--- config.mk ---
export PLATFORM = sky130hd
export DESIGN_NAME = ifetch_line_buffer
export DESIGN_NICKNAME = d
export VERILOG_FILES = /design/src/rtl/ifetch_line_buffer.sv
export SDC_FILE = /design/constraint.sdc
export NUM_CORES = 1
export LEC_CHECK = 0
export BUFFER_PORTS_ARGS = -buffer_cell sky130_fd_sc_hd__buf_2
export CORE_UTILIZATION = 54
export CTS_CLUSTER_DIAMETER = 40
export DETAILED_ROUTE_END_ITERATION = 10
export PLACE_DENSITY_LB_ADDON = 0.12
export RECOVER_POWER = 25
export SYNTH_ARGS = -nofsm -noshare
export SYNTH_HDL_FRONTEND = slang
export SYNTH_SLANG_ARGS = --single-unit
--- constraint.sdc ---
create_clock -name clk_i -period 2.7 [get_ports clk_i]
set_clock_uncertainty 0.2 [all_clocks]
set_input_delay 0.54 -clock clk_i [delete_from_list [all_inputs] [get_ports clk_i]]
set_output_delay 0.54 -clock clk_i [all_outputs]
set_load 0.02 [all_outputs]
--- src/rtl/ifetch_line_buffer.sv ---
// ifetch_line_buffer: one-line instruction buffer between the PC and IF/ID.
// Hits are served combinationally from the buffered line. A miss stalls the PC
// and fetches the whole line from instruction memory over a req/ack handshake.
module ifetch_line_buffer #(
  parameter int LINE_WORDS = 8,
  parameter int OFF_BITS   = 5,
  parameter int CNT_W      = 16
) (
  input  logic                    clk_i,
  input  logic                    rst_i,
  input  logic                    start_i,
  input  logic                    invalidate_i,
  input  logic [31:0]             pc_i,
  output logic [31:0]             instr_o,
  output logic                    stall_o,
  output logic                    mem_req_o,
  output logic [31:0]             mem_addr_o,
  input  logic                    mem_ack_i,
  input  logic [32*LINE_WORDS-1:0] mem_data_i,
  output logic [CNT_W-1:0]        miss_cnt_o
);

  localparam int TAG_W = 32 - OFF_BITS;
  localparam int IDX_W = OFF_BITS - 2;

  typedef enum logic [1:0] {
    ST_IDLE  = 2'd0,
    ST_READY = 2'd1,
    ST_REQ   = 2'd2
  } state_t;

  state_t                  state_reg;
  state_t                  state_next;
  logic                    line_valid_reg;
  logic                    drop_reg;
  logic [TAG_W-1:0]        tag_reg;
  logic [TAG_W-1:0]        miss_tag_reg;
  logic [32*LINE_WORDS-1:0] line_reg;
  logic                    mem_req_reg;
  logic [CNT_W-1:0]        miss_cnt_reg;

  logic [31:0]             line_word [LINE_WORDS];
  logic [TAG_W-1:0]        pc_tag;
  logic [IDX_W-1:0]        pc_idx;
  logic                    hit;
  logic                    miss_start;
  logic                    fill_fire;
  logic                    unused_pc_bits;

  // Byte offset within a word is irrelevant: fetch addresses are word aligned.
  assign unused_pc_bits = ^pc_i[1:0];

  assign pc_tag = pc_i[31:OFF_BITS];
  assign pc_idx = pc_i[OFF_BITS-1:2];
  assign hit    = line_valid_reg && (pc_tag == tag_reg);

  // Split the flat line register into addressable words (word 0 in the LSBs).
  for (genvar gi = 0; gi < LINE_WORDS; gi++) begin : g_word
    assign line_word[gi] = line_reg[32*gi +: 32];
  end

  // A new fill starts only when the CPU is running; a stop in READY wins.
  assign miss_start = (state_reg == ST_READY) && start_i && !hit;
  // Acks are only meaningful while a request is outstanding.
  assign fill_fire  = (state_reg == ST_REQ) && mem_ack_i;

  assign mem_req_o  = mem_req_reg;
  assign mem_addr_o = {miss_tag_reg, {OFF_BITS{1'b0}}};
  assign miss_cnt_o = miss_cnt_reg;

  // Next-state decode plus the zero-latency instruction/stall outputs.
  always_comb begin
    state_next = state_reg;
    instr_o    = 32'h0;
    stall_o    = 1'b0;
    case (state_reg)
      ST_IDLE: begin
        if (start_i) begin
          state_next = ST_READY;
        end
      end
      ST_READY: begin
        if (hit) begin
          instr_o = line_word[pc_idx];
        end
        if (!start_i) begin
          state_next = ST_IDLE;
        end else if (!hit) begin
          stall_o    = 1'b1;
          state_next = ST_REQ;
        end
      end
      ST_REQ: begin
        stall_o = 1'b1;
        if (mem_ack_i) begin
          state_next = start_i ? ST_READY : ST_IDLE;
        end
      end
      default: begin
        state_next = ST_IDLE;
      end
    endcase
  end

  // State register and the memory request handshake (request held until ack).
  always_ff @(posedge clk_i or negedge rst_i) begin
    if (!rst_i) begin
      state_reg    <= ST_IDLE;
      mem_req_reg  <= 1'b0;
      miss_tag_reg <= '0;
    end else begin
      state_reg <= state_next;
      if (miss_start) begin
        mem_req_reg  <= 1'b1;
        miss_tag_reg <= pc_tag;
      end else if (fill_fire) begin
        mem_req_reg  <= 1'b0;
      end
    end
  end

  // Line contents and tag are captured from the fill data on ack.
  always_ff @(posedge clk_i or negedge rst_i) begin
    if (!rst_i) begin
      line_reg <= '0;
      tag_reg  <= '0;
    end else if (fill_fire) begin
      line_reg <= mem_data_i;
      tag_reg  <= miss_tag_reg;
    end
  end

  // Validity: an invalidate seen during a fill (including on the ack cycle)
  // lets the fill finish but leaves the line invalid so the fetch re-misses.
  always_ff @(posedge clk_i or negedge rst_i) begin
    if (!rst_i) begin
      line_valid_reg <= 1'b0;
      drop_reg       <= 1'b0;
    end else begin
      if (fill_fire) begin
        line_valid_reg <= !(drop_reg || invalidate_i);
        drop_reg       <= 1'b0;
      end else if (invalidate_i) begin
        if (state_reg == ST_REQ) begin
          drop_reg <= 1'b1;
        end else begin
          line_valid_reg <= 1'b0;
        end
      end
    end
  end

  // Count completed line fills, sticking at all-ones.
  always_ff @(posedge clk_i or negedge rst_i) begin
    if (!rst_i) begin
      miss_cnt_reg <= '0;
    end else if (fill_fire && (miss_cnt_reg != {CNT_W{1'b1}})) begin
      miss_cnt_reg <= miss_cnt_reg + 1'b1;
    end
  end

endmodule

==> results of run 1 <==
==> power by group through the flow <==
stage / logic, mW / registers [mW] / clock network, mW
after floorplan: 4.44 / 8.56 / 0
after global routing: 6.58 / 8.95 / 6.62
after global placement: 5.86 / 8.57 / 0
after CTS: 6.15 / 8.65 / 6.44
final: 6.10 / 8.66 / 6.29
after detailed placement: 6.04 / 8.70 / 0
==> cell type report <==
class                           instances  area, um^2  share of cell area
Clock buffer                           57        1310              0.0667
Tap cell                              372         465              0.0238
Inverter                                5        18.8            0.000959
Timing Repair Buffer                  415        2580               0.132
Sequential cell                       331        8280               0.423
Clock inverter                         28         342              0.0174
Antenna cell                           16        40.0             0.00204
Multi-Input combinational cell        549        6550               0.334
==> path summary, 6_finish.rpt <==
path,from,endpoint,depth (start not counted)
hold reg to reg,mem_req_o$_DFFE_PN0P_,mem_req_o$_DFFE_PN0P_,1
setup reg to reg,state_reg[0]$_DFFE_PN0P_,line_reg[189]$_DFFE_PN0P_,6
hold / removal,invalidate_i,line_valid_reg$_DFFE_PN0P_,2
max in group asynchronous,rst_i,line_reg[177]$_DFFE_PN0P_,4
setup / recovery,tag_reg[24]$_DFFE_PN0P_,instr_o[6],8
min in group asynchronous,rst_i,miss_tag_reg[1]$_DFFE_PN0P_,2
==> cell families (layout without fill, tap and decap cells) <==
logic type | after synthesis | in the layout | share of synthesized area
muxes | 408 | 408 | 0.359
adders and majority gates | 6 | 6 | 0.00502
AOI/OAI and AO/OA | 13 | 13 | 0.00803
xor gates and xnor gates | 42 | 42 | 0.0246
buffers and inverters | 67 | 505 | 0.0227
other | 1 | 21 | 0.000251
and+or+nand+nor | 75 | 75 | 0.0268
DFF | 331 | 331 | 0.553
==> repair_timing <==
item	4_1_cts	5_1_grt
pin swaps	19	7
setup buffers	2	0
gates resized for setup	80	22
gates cloned	2	0
hold endpoints to repair	39	0
setup endpoints to repair	33	33
hold buffers	1	0
==> per-layer routing <==
layer / global-route usage / up-vias / share of wire
met5: 0 / - / 0.0018
met4: 0.0972 / 10 / 0.025
met3: 0.0643 / 76 / 0.070
met2: 0.412 / 299 / 0.50
met1: 0.316 / 4776 / 0.40
li1: - / 4293 / -
==> through the flow <==
step           setup WS, ps  cell area [um^2]
2_1_floorplan          88.5             15000
3_3_place_gp          -54.2             17500
6_report               -337             19600
5_1_grt                -482             19600
3_5_place_dp           -113             17500
4_1_cts                -372             19500
==> Yosys cell counts (4+ instances only) <==
cell,number,share of area
dfrtp_1,331,0.55
mux2_2,284,0.21
mux4_2,64,0.096
nor2_1,36,0.0090
xnor2_1,36,0.021
mux2i_1,33,0.022
buf_2,32,0.011
mux2_4,27,0.027
clkbuf_1,17,0.0043
nand4_1,12,0.0050
nand2_1,9,0.0023
ha_1,6,0.0050
xor2_1,6,0.0035
buf_4,5,0.0025
inv_1,5,0.0013
buf_1,4,0.0010
buf_6,4,0.0030
nand3_1,4,0.0013
==> flow_metrics.py, run 1 <==
metrics = {
    "run_status": {
        "status": "finished, violations left",
        "violations": "setup timing",
    },
    "route": {
        "first_iter_violations": 377,
        "wl_per_cell_um": 19.7,
        "route.final.wire_length_mm": 34.9,
        "ant_nets": 0,
        "drc_errors": 0,
        "avgViaCountPerCell": 5.33,
        "dr.pass1.iters": 4,
        "vias": 9454,
    },
    "timing": {
        "fmax_ghz": 0.329,
        "rsz0062_at_grt": "true",
        "slew_headroom": 0.216,
        "hold_viol_final": 0,
        "period_share": 1.12,
        "setup_viol_count_final": 33,
        "slew_viol_final": 0,
        "setup_slack_ps": -337,
        "setup_tns_ps": -10070,
        "worstMarginPinSlew_ps": 1180,
        "hold_ws_ps": 34.7,
        "period_minus_slack_ps": 3040,
    },
    "yosys": {
        "ys_seq_area_frac": 0.553,
        "ys_warn_count": 0,
        "syn_area_um2": 15000,
        "yosys_register_bits": 331,
        "syn_inst": 943,
        "synth_edf_count": 0,
        "synthDistinctLibCells": 42,
        "syn_area_per_cell_um2": 15.9,
        "postSynth.asyncResetShare": 1.00,
        "ys.flop_type": "dfrtp_1",
    },
    "setup_path": {
        "critPathTopFamily": "simple AND/OR/NAND/NOR gates",
        "path_max_fanout": 10,
        "r2r_slack_ps": 300,
        "critPathBufInv": 3,
        "crit_slowest_cell": "dfrtp_1",
        "arrival_ps": 2300,
        "end_kind": "output port",
        "worstPathRequired_ps": 1960,
        "cp-start-kind": "flip-flop",
        "slowest_delay_ps": 380,
        "crit_type": "flip-flop to output port",
        "crit_chain": "xnor2_1 -> nand4_1 -> nor4_1 -> buf_4 -> nand2_8 -> buf_16 -> nor2_2 -> buf_6",
    },
    "final_layout": {
        "drive_above_1_share": 0.656,
        "final_nets": 1647,
        "utilization": 0.722,
        "final_cell_mix": "buf_2, dfrtp_1, mux2_2, mux4_2, clkbuf_16",
        "largest_reg_flops": 256,
        "fill_cells": 1861,
        "syn_to_final_growth_pct": 30.8,
        "finalNonFillerCells": 1773,
        "layout_commonest_cell": "buf_2",
    },
    "clock_network": {
        "cts_tree": "done",
        "cts_made_buffers": 46,
        "htree_levels": 2,
        "cts_sinks": 331,
        "clkSlewWorstSetupHoldPaths_ps": 60,
        "clock_path_buffers": 3,
        "clk_latency_ps": 520,
        "cts_root_buf": "clkbuf_16",
    },
    "die": {
        "die_y_um": 168,
        "initial_core_util": 0.552,
        "core_area_um2": 27100,
        "io_pins": 375,
        "die_area_um2": 28400,
        "row_count": 60,
        "die_x_um": 168,
    },
    "grt": {
        "grt_pass1_vias": 10200,
        "grt_pass1_wl_mm": 54.2,
        "grt_usage": 0.249,
        "grt_max_degree": 123,
        "grt_overflow": 0,
        "antenna_found_initial": 18,
    },
    "placed_design": {
        "gp_congestion": 0.807,
        "port_buffers": 367,
        "dp_hpwl_mm": 24.2,
        "dpl.cell_count": 1667,
    },
    "power": {
        "powerDensity_nw_per_um2": 1070,
        "pwr-share-comb": 0.290,
        "leakage_nw": 9.15,
        "p_total_mw": 21.0,
        "p_sw_mw": 5.85,
        "pwr-share-seq": 0.411,
        "ir_drop_mv": 0.686,
        "p_int_mw": 15.2,
        "sw_frac_of_total": 0.278,
        "p_clk_frac": 0.299,
    },
    "hold_path": {
        "hold_path_class": "primary input to flip-flop",
    },
    "run": {
        "maxCapViolations": 0,
    },
}
Power figures use the tool's default switching activity.
==> inputs of run 2 (changes only) <==
--- a/config.mk
+++ b/config.mk
@@ -11,6 +11,7 @@
 export DETAILED_ROUTE_END_ITERATION = 10
 export PLACE_DENSITY_LB_ADDON = 0.12
 export RECOVER_POWER = 25
+export SKIP_CTS_REPAIR_TIMING = 1
 export SYNTH_ARGS = -nofsm -noshare
 export SYNTH_HDL_FRONTEND = slang
 export SYNTH_SLANG_ARGS = --single-unit
==> run 2 against run 1 <==
The run still ends with setup timing left. Critical path depth is 1 higher. Clock-buffer cell count unchanged. Core utilization rose by 0.27 points. Hold slack better by 1.8 ps. Via count is 0.19% lower. Final cell count is the same.
==> flow_metrics.py, run 2 (synthesized netlist as in run 1, its figures left out) <==
metrics = {
    "run_status": {
        "status": "finished, violations left",
        "violations": "setup timing",
    },
    "grt": {
        "grt_pass1_wl_mm": 53.5,
        "grt_max_degree": 123,
        "grt_overflow": 0,
        "grt_pass1_vias": 10100,
        "antenna_found_initial": 18,
        "grt_usage": 0.244,
    },
    "timing": {
        "fmax_ghz": 0.322,
        "period_minus_slack_ps": 3100,
        "setup_viol_count_final": 33,
        "setup_tns_ps": -10350,
        "hold_ws_ps": 36.5,
        "slew_viol_final": 0,
        "setup_slack_ps": -401,
        "hold_viol_final": 0,
        "period_share": 1.15,
        "rsz0062_at_grt": "true",
        "slew_headroom": 0.206,
        "worstMarginPinSlew_ps": 1190,
    },
    "setup_path": {
        "path_max_fanout": 5,
        "end_kind": "output port",
        "slowest_delay_ps": 380,
        "crit_chain": "xnor2_1 -> nand4_1 -> nor4_1 -> buf_4 -> nand2_8 -> clkbuf_16 -> buf_12 -> nor2_4 -> buf_6",
        "arrival_ps": 2360,
        "r2r.worst_path.cells": 6,
        "worstPathRequired_ps": 1960,
        "r2r_start": "state_reg[0]$_DFFE_PN0P_",
        "regToRegEndpoint": "line_reg[189]$_DFFE_PN0P_",
        "crit_slowest_cell": "dfrtp_1",
        "crit_type": "flip-flop to output port",
        "r2r_slack_ps": 290,
        "cp-start-kind": "flip-flop",
    },
    "placed_design": {
        "dp_slack_ps": -113,
        "dpl.cell_count": 1667,
        "dpl_cell_area_um2": 17500,
        "dp_hpwl_mm": 24.2,
        "gp_congestion": 0.807,
        "port_buffers": 367,
    },
    "hold_path": {
        "hold-path-endpoint": "line_valid_reg$_DFFE_PN0P_",
        "whs_path_depth": 2,
        "hold_path_class": "primary input to flip-flop",
        "min_from": "invalidate_i",
    },
    "final_layout": {
        "postLayoutCellArea_um2": 19700,
        "finalNonFillerCells": 1773,
        "fill_cells": 1860,
        "final_nets": 1649,
        "largest_reg_flops": 256,
        "syn_to_final_growth_pct": 31.3,
        "final_cell_mix": "buf_2, dfrtp_1, mux2_2, mux4_2, clkbuf_16",
        "layout_commonest_cell": "buf_2",
        "drive_above_1_share": 0.658,
    },
    "clock_network": {
        "cts_sinks": 331,
        "clkSlewWorstSetupHoldPaths_ps": 60,
        "cts_root_buf": "clkbuf_16",
        "htree_levels": 2,
        "cts_made_buffers": 46,
        "clock_path_buffers": 3,
        "cts_tree": "done",
        "clk_latency_ps": 530,
    },
    "route": {
        "ant_nets": 0,
        "vias": 9436,
        "route.final.wire_length_mm": 35.1,
        "first_iter_violations": 391,
        "wl_per_cell_um": 19.8,
        "dr.pass1.iters": 4,
        "drc_errors": 0,
        "avgViaCountPerCell": 5.32,
    },
    "die": {
        "die_x_um": 168,
        "die_y_um": 168,
        "io_pins": 375,
        "initial_core_util": 0.552,
        "row_count": 60,
        "die_area_um2": 28400,
        "core_area_um2": 27100,
    },
    "run": {
        "maxCapViolations": 0,
    },
    "power": {
        "leakage_nw": 9.17,
        "powerDensity_nw_per_um2": 1070,
        "ir_drop_mv": 0.686,
    },
}
==> run 2: power by group <==
| group | total [mW] | internal, mW | leakage [nW] | switching [mW] |
|---|---|---|---|---|
| Sequential | 8.66 | 7.36 | 4.03 | 1.30 |
| Clock | 6.29 | 4.04 | 0.798 | 2.25 |
| Combinational | 6.13 | 3.79 | 4.34 | 2.33 |
==> run 2: worst max path at each step <==
stage	start	to	slack [ps]
2_1_floorplan	pc_i[28]	instr_o[10]	90
3_3_place_gp	pc_i[16]	instr_o[20]	-50
3_5_place_dp	pc_i[16]	instr_o[19]	-110
4_1_cts	tag_reg[17]$_DFFE_PN0P_	instr_o[19]	-440
5_1_grt	tag_reg[24]$_DFFE_PN0P_	instr_o[11]	-530
6_report	tag_reg[0]$_DFFE_PN0P_	instr_o[11]	-400
==> run 2: worst max-delay path, delay by kind of cell (launching register included) <==
kind,cells,cell delay (ps)
and+or+nand+nor,4,670
xor gates and xnor gates,1,160
DFF,1,380
buffers and inverters,4,610
==> run 2: area by class of cell <==
class,instances,area (um^2),area share
Clock buffer,57,1310,0.0665
Timing Repair Buffer,417,2620,0.133
Sequential cell,331,8280,0.421
Clock inverter,28,342,0.0174
Tap cell,372,465,0.0237
Antenna cell,14,35.0,0.00178
Multi-Input combinational cell,549,6580,0.335
Inverter,5,18.8,0.000955
==> run 2: layer usage <==
| metal | global-route usage | part of all wire |
|---|---|---|
| met5 | 0 | 0.0018 |
| met4 | 0.0976 | 0.023 |
| met3 | 0.0643 | 0.067 |
| met2 | 0.402 | 0.50 |
| met1 | 0.310 | 0.41 |
==> run 2: stage by stage <==
step,utilization,power (mW)
after global placement,0.647,14.4
final,0.725,21.1
after detailed placement,0.647,14.7
after floorplan,-,13.0
after CTS,0.708,21.2
after global routing,0.725,22.2
==> inputs of run 3 (changes only) <==
--- a/config.mk
+++ b/config.mk
@@ -6,9 +6,10 @@
 export NUM_CORES = 1
 export LEC_CHECK = 0
 export BUFFER_PORTS_ARGS = -buffer_cell sky130_fd_sc_hd__buf_2
-export CORE_UTILIZATION = 54
+export CORE_UTILIZATION = 48
 export CTS_CLUSTER_DIAMETER = 40
 export DETAILED_ROUTE_END_ITERATION = 10
+export GPL_TIMING_DRIVEN = 0
 export PLACE_DENSITY_LB_ADDON = 0.12
 export RECOVER_POWER = 25
 export SKIP_CTS_REPAIR_TIMING = 1
==> constraint.sdc (replaced) <==
create_clock -name clk_i -period 2.55 [get_ports clk_i]
set_clock_uncertainty 0.2 [all_clocks]
set_input_delay 0.51 -clock clk_i [delete_from_list [all_inputs] [get_ports clk_i]]
set_output_delay 0.51 -clock clk_i [all_outputs]
set_load 0.02 [all_outputs]
==> run 3 against run 2 <==
The run still ends with setup timing left. Register-to-register slack worse by 280 ps. Clock power shrank 1%. First-iteration DRC count rose by 19%. Global-route usage increased by 0.57 points. Non-clock buffer count rose by 20. Final area decreased by 2.2%. Sequential power is 5.8% higher. Via count is 2.4% higher. Clock-buffer cell count shrank 1. Final cell count rose by 2.3%. Largest power group unchanged.
==> flow_metrics.py, run 3 (synthesized netlist as in run 1, its figures left out) <==
metrics = {
    "clock_network": {
        "clkSlewWorstSetupHoldPaths_ps": 60,
        "cts_made_buffers": 45,
        "clk_latency_ps": 520,
        "cts_root_buf": "clkbuf_16",
        "clock_path_buffers": 3,
        "cts_tree": "done",
        "htree_levels": 2,
        "cts_sinks": 331,
    },
    "timing": {
        "hold_ws_ps": 10.0,
        "period_share": 1.25,
        "worstMarginPinSlew_ps": 1500,
        "slew_headroom": 0.00182,
        "setup_slack_ps": -629,
        "period_minus_slack_ps": 3180,
        "fmax_ghz": 0.315,
        "rsz0062_at_grt": "true",
        "hold_viol_final": 0,
        "setup_viol_count_final": 33,
        "slew_viol_final": 0,
    },
    "route": {
        "first_iter_violations": 464,
        "route.final.wire_length_mm": 39.8,
        "avgViaCountPerCell": 5.33,
        "dr.pass1.iters": 4,
        "wl_per_cell_um": 21.9,
        "drc_errors": 0,
        "vias": 9663,
        "ant_nets": 0,
    },
    "setup_path": {
        "r2r_slack_ps": 10,
        "crit_top_cell": "buf_6",
        "crit_type": "flip-flop to output port",
        "path_max_fanout": 5,
        "worstPathRequired_ps": 1840,
        "r2r.worst_path.cells": 6,
        "cp-endpoint": "instr_o[31]",
        "slowest_delay_ps": 420,
        "cp-start-kind": "flip-flop",
        "arrival_ps": 2470,
        "crit_slowest_cell": "nor4_4",
        "r2r_start": "state_reg[0]$_DFFE_PN0P_",
        "crit_chain": "xnor2_2 -> nand4_1 -> nor4_4 -> nand2_4 -> buf_4 -> buf_6 -> nor2_4 -> buf_6",
        "end_kind": "output port",
        "regToRegEndpoint": "line_reg[218]$_DFFE_PN0P_",
        "crit_path_start": "tag_reg[0]$_DFFE_PN0P_",
    },
    "grt": {
        "antenna_found_initial": 25,
        "grt_overflow": 0,
        "grt_pass1_wl_mm": 58.7,
        "met2_usage": 0.409,
        "grt.met3_usage": 0.0742,
        "grt_usage": 0.250,
        "grt_pass1_vias": 10200,
        "busiest_layer": "met2",
        "met1_usage": 0.317,
        "grt_max_degree": 119,
    },
    "run": {
        "maxCapViolations": 0,
    },
    "final_layout": {
        "layout_commonest_cell": "dfrtp_1",
        "final_nets": 1668,
        "fill_cells": 2419,
        "final_cell_mix": "dfrtp_1, buf_2, mux2_2, mux4_2, clkbuf_1",
        "largest_reg_flops": 256,
        "syn_to_final_growth_pct": 28.5,
        "drive_above_1_share": 0.611,
        "postLayoutCellArea_um2": 19200,
    },
    "placed_design": {
        "dp_hpwl_mm": 28.2,
        "dpl_cell_area_um2": 17400,
        "gp_congestion": 0.769,
        "port_buffers": 364,
    },
    "die": {
        "die_area_um2": 31900,
        "io_pins": 375,
        "die_y_um": 179,
        "initial_core_util": 0.488,
        "core_area_um2": 30700,
        "die_x_um": 179,
        "row_count": 64,
    },
    "power": {
        "leakage_nw": 8.92,
        "p_total_mw": 21.8,
        "powerDensity_nw_per_um2": 1130,
        "ir_drop_mv": 0.787,
    },
    "run_status": {
        "status": "finished, violations left",
        "violations": "setup timing",
    },
    "hold_path": {
        "hold_path_class": "primary input to flip-flop",
    },
}
[run 3: layer usage]
metal,share of wire,up-vias
met1,0.41,4928
met4,0.024,16
met5,0.0027,-
met3,0.078,82
met2,0.49,306
li1,-,4331
[run 3: metrics by stage]
| stage | utilization | TNS, ps | setup slack, ps | cells |
|---|---|---|---|---|
| 5_1_grt | 0.626 | -83500 | -752 | 1806 |
| 3_5_place_dp | 0.566 | -77760 | -786 | 1709 |
| 2_1_floorplan | - | -44.8 | -1.49 | 947 |
| 6_report | 0.627 | -19470 | -629 | 1814 |
| 3_3_place_gp | 0.564 | -1993330 | -5850 | 1707 |
| 4_1_cts | 0.614 | -92160 | -1110 | 1785 |
[run 3: layout make-up]
type / count / area (um^2) / share of cell area
sequential: 331 / 8280 / 0.431
multi-input combinational: 549 / 6470 / 0.337
timing repair buffer: 375 / 2020 / 0.105
clock buffer: 56 / 1250 / 0.0649
tap: 396 / 495 / 0.0258
buffer: 62 / 408 / 0.0212
clock inverter: 20 / 230 / 0.0120
antenna: 20 / 50.0 / 0.00260
inverter: 5 / 18.8 / 0.000976
[run 3: critical path, delay by kind of cell (launching register included)]
| family | cells | cell delay (ps) |
|---|---|---|
| xor gates and xnor gates | 1 | 210 |
| DFF | 1 | 400 |
| buffers and inverters | 3 | 430 |
| and+or+nand+nor | 4 | 910 |
[run 3: how the worst min path moves through the flow]
stage                                     start                     endpoint  slack (ps)  cells past startpoint
final                            mem_data_i[94]     line_reg[94]$_DFFE_PN0P_          10                      2
after global routing            mem_data_i[164]    line_reg[164]$_DFFE_PN0P_        -0.2                      2
after CTS                                 rst_i  miss_tag_reg[2]$_DFFE_PN0P_        -130                      1
after detailed placement   drop_reg$_DFFE_PN0P_   line_valid_reg$_DFFE_PN0P_         260                      1
after global placement    mem_req_o$_DFFE_PN0P_        mem_req_o$_DFFE_PN0P_         260                      1
after floorplan                           rst_i         drop_reg$_DFFE_PN0P_          10                      0
[run 3: report_power, final]
group / total (mW) / switching [mW] / internal, mW
Sequential: 9.16 / 1.36 / 7.80
Clock: 6.20 / 2.34 / 3.86
Combinational: 6.46 / 2.49 / 3.96
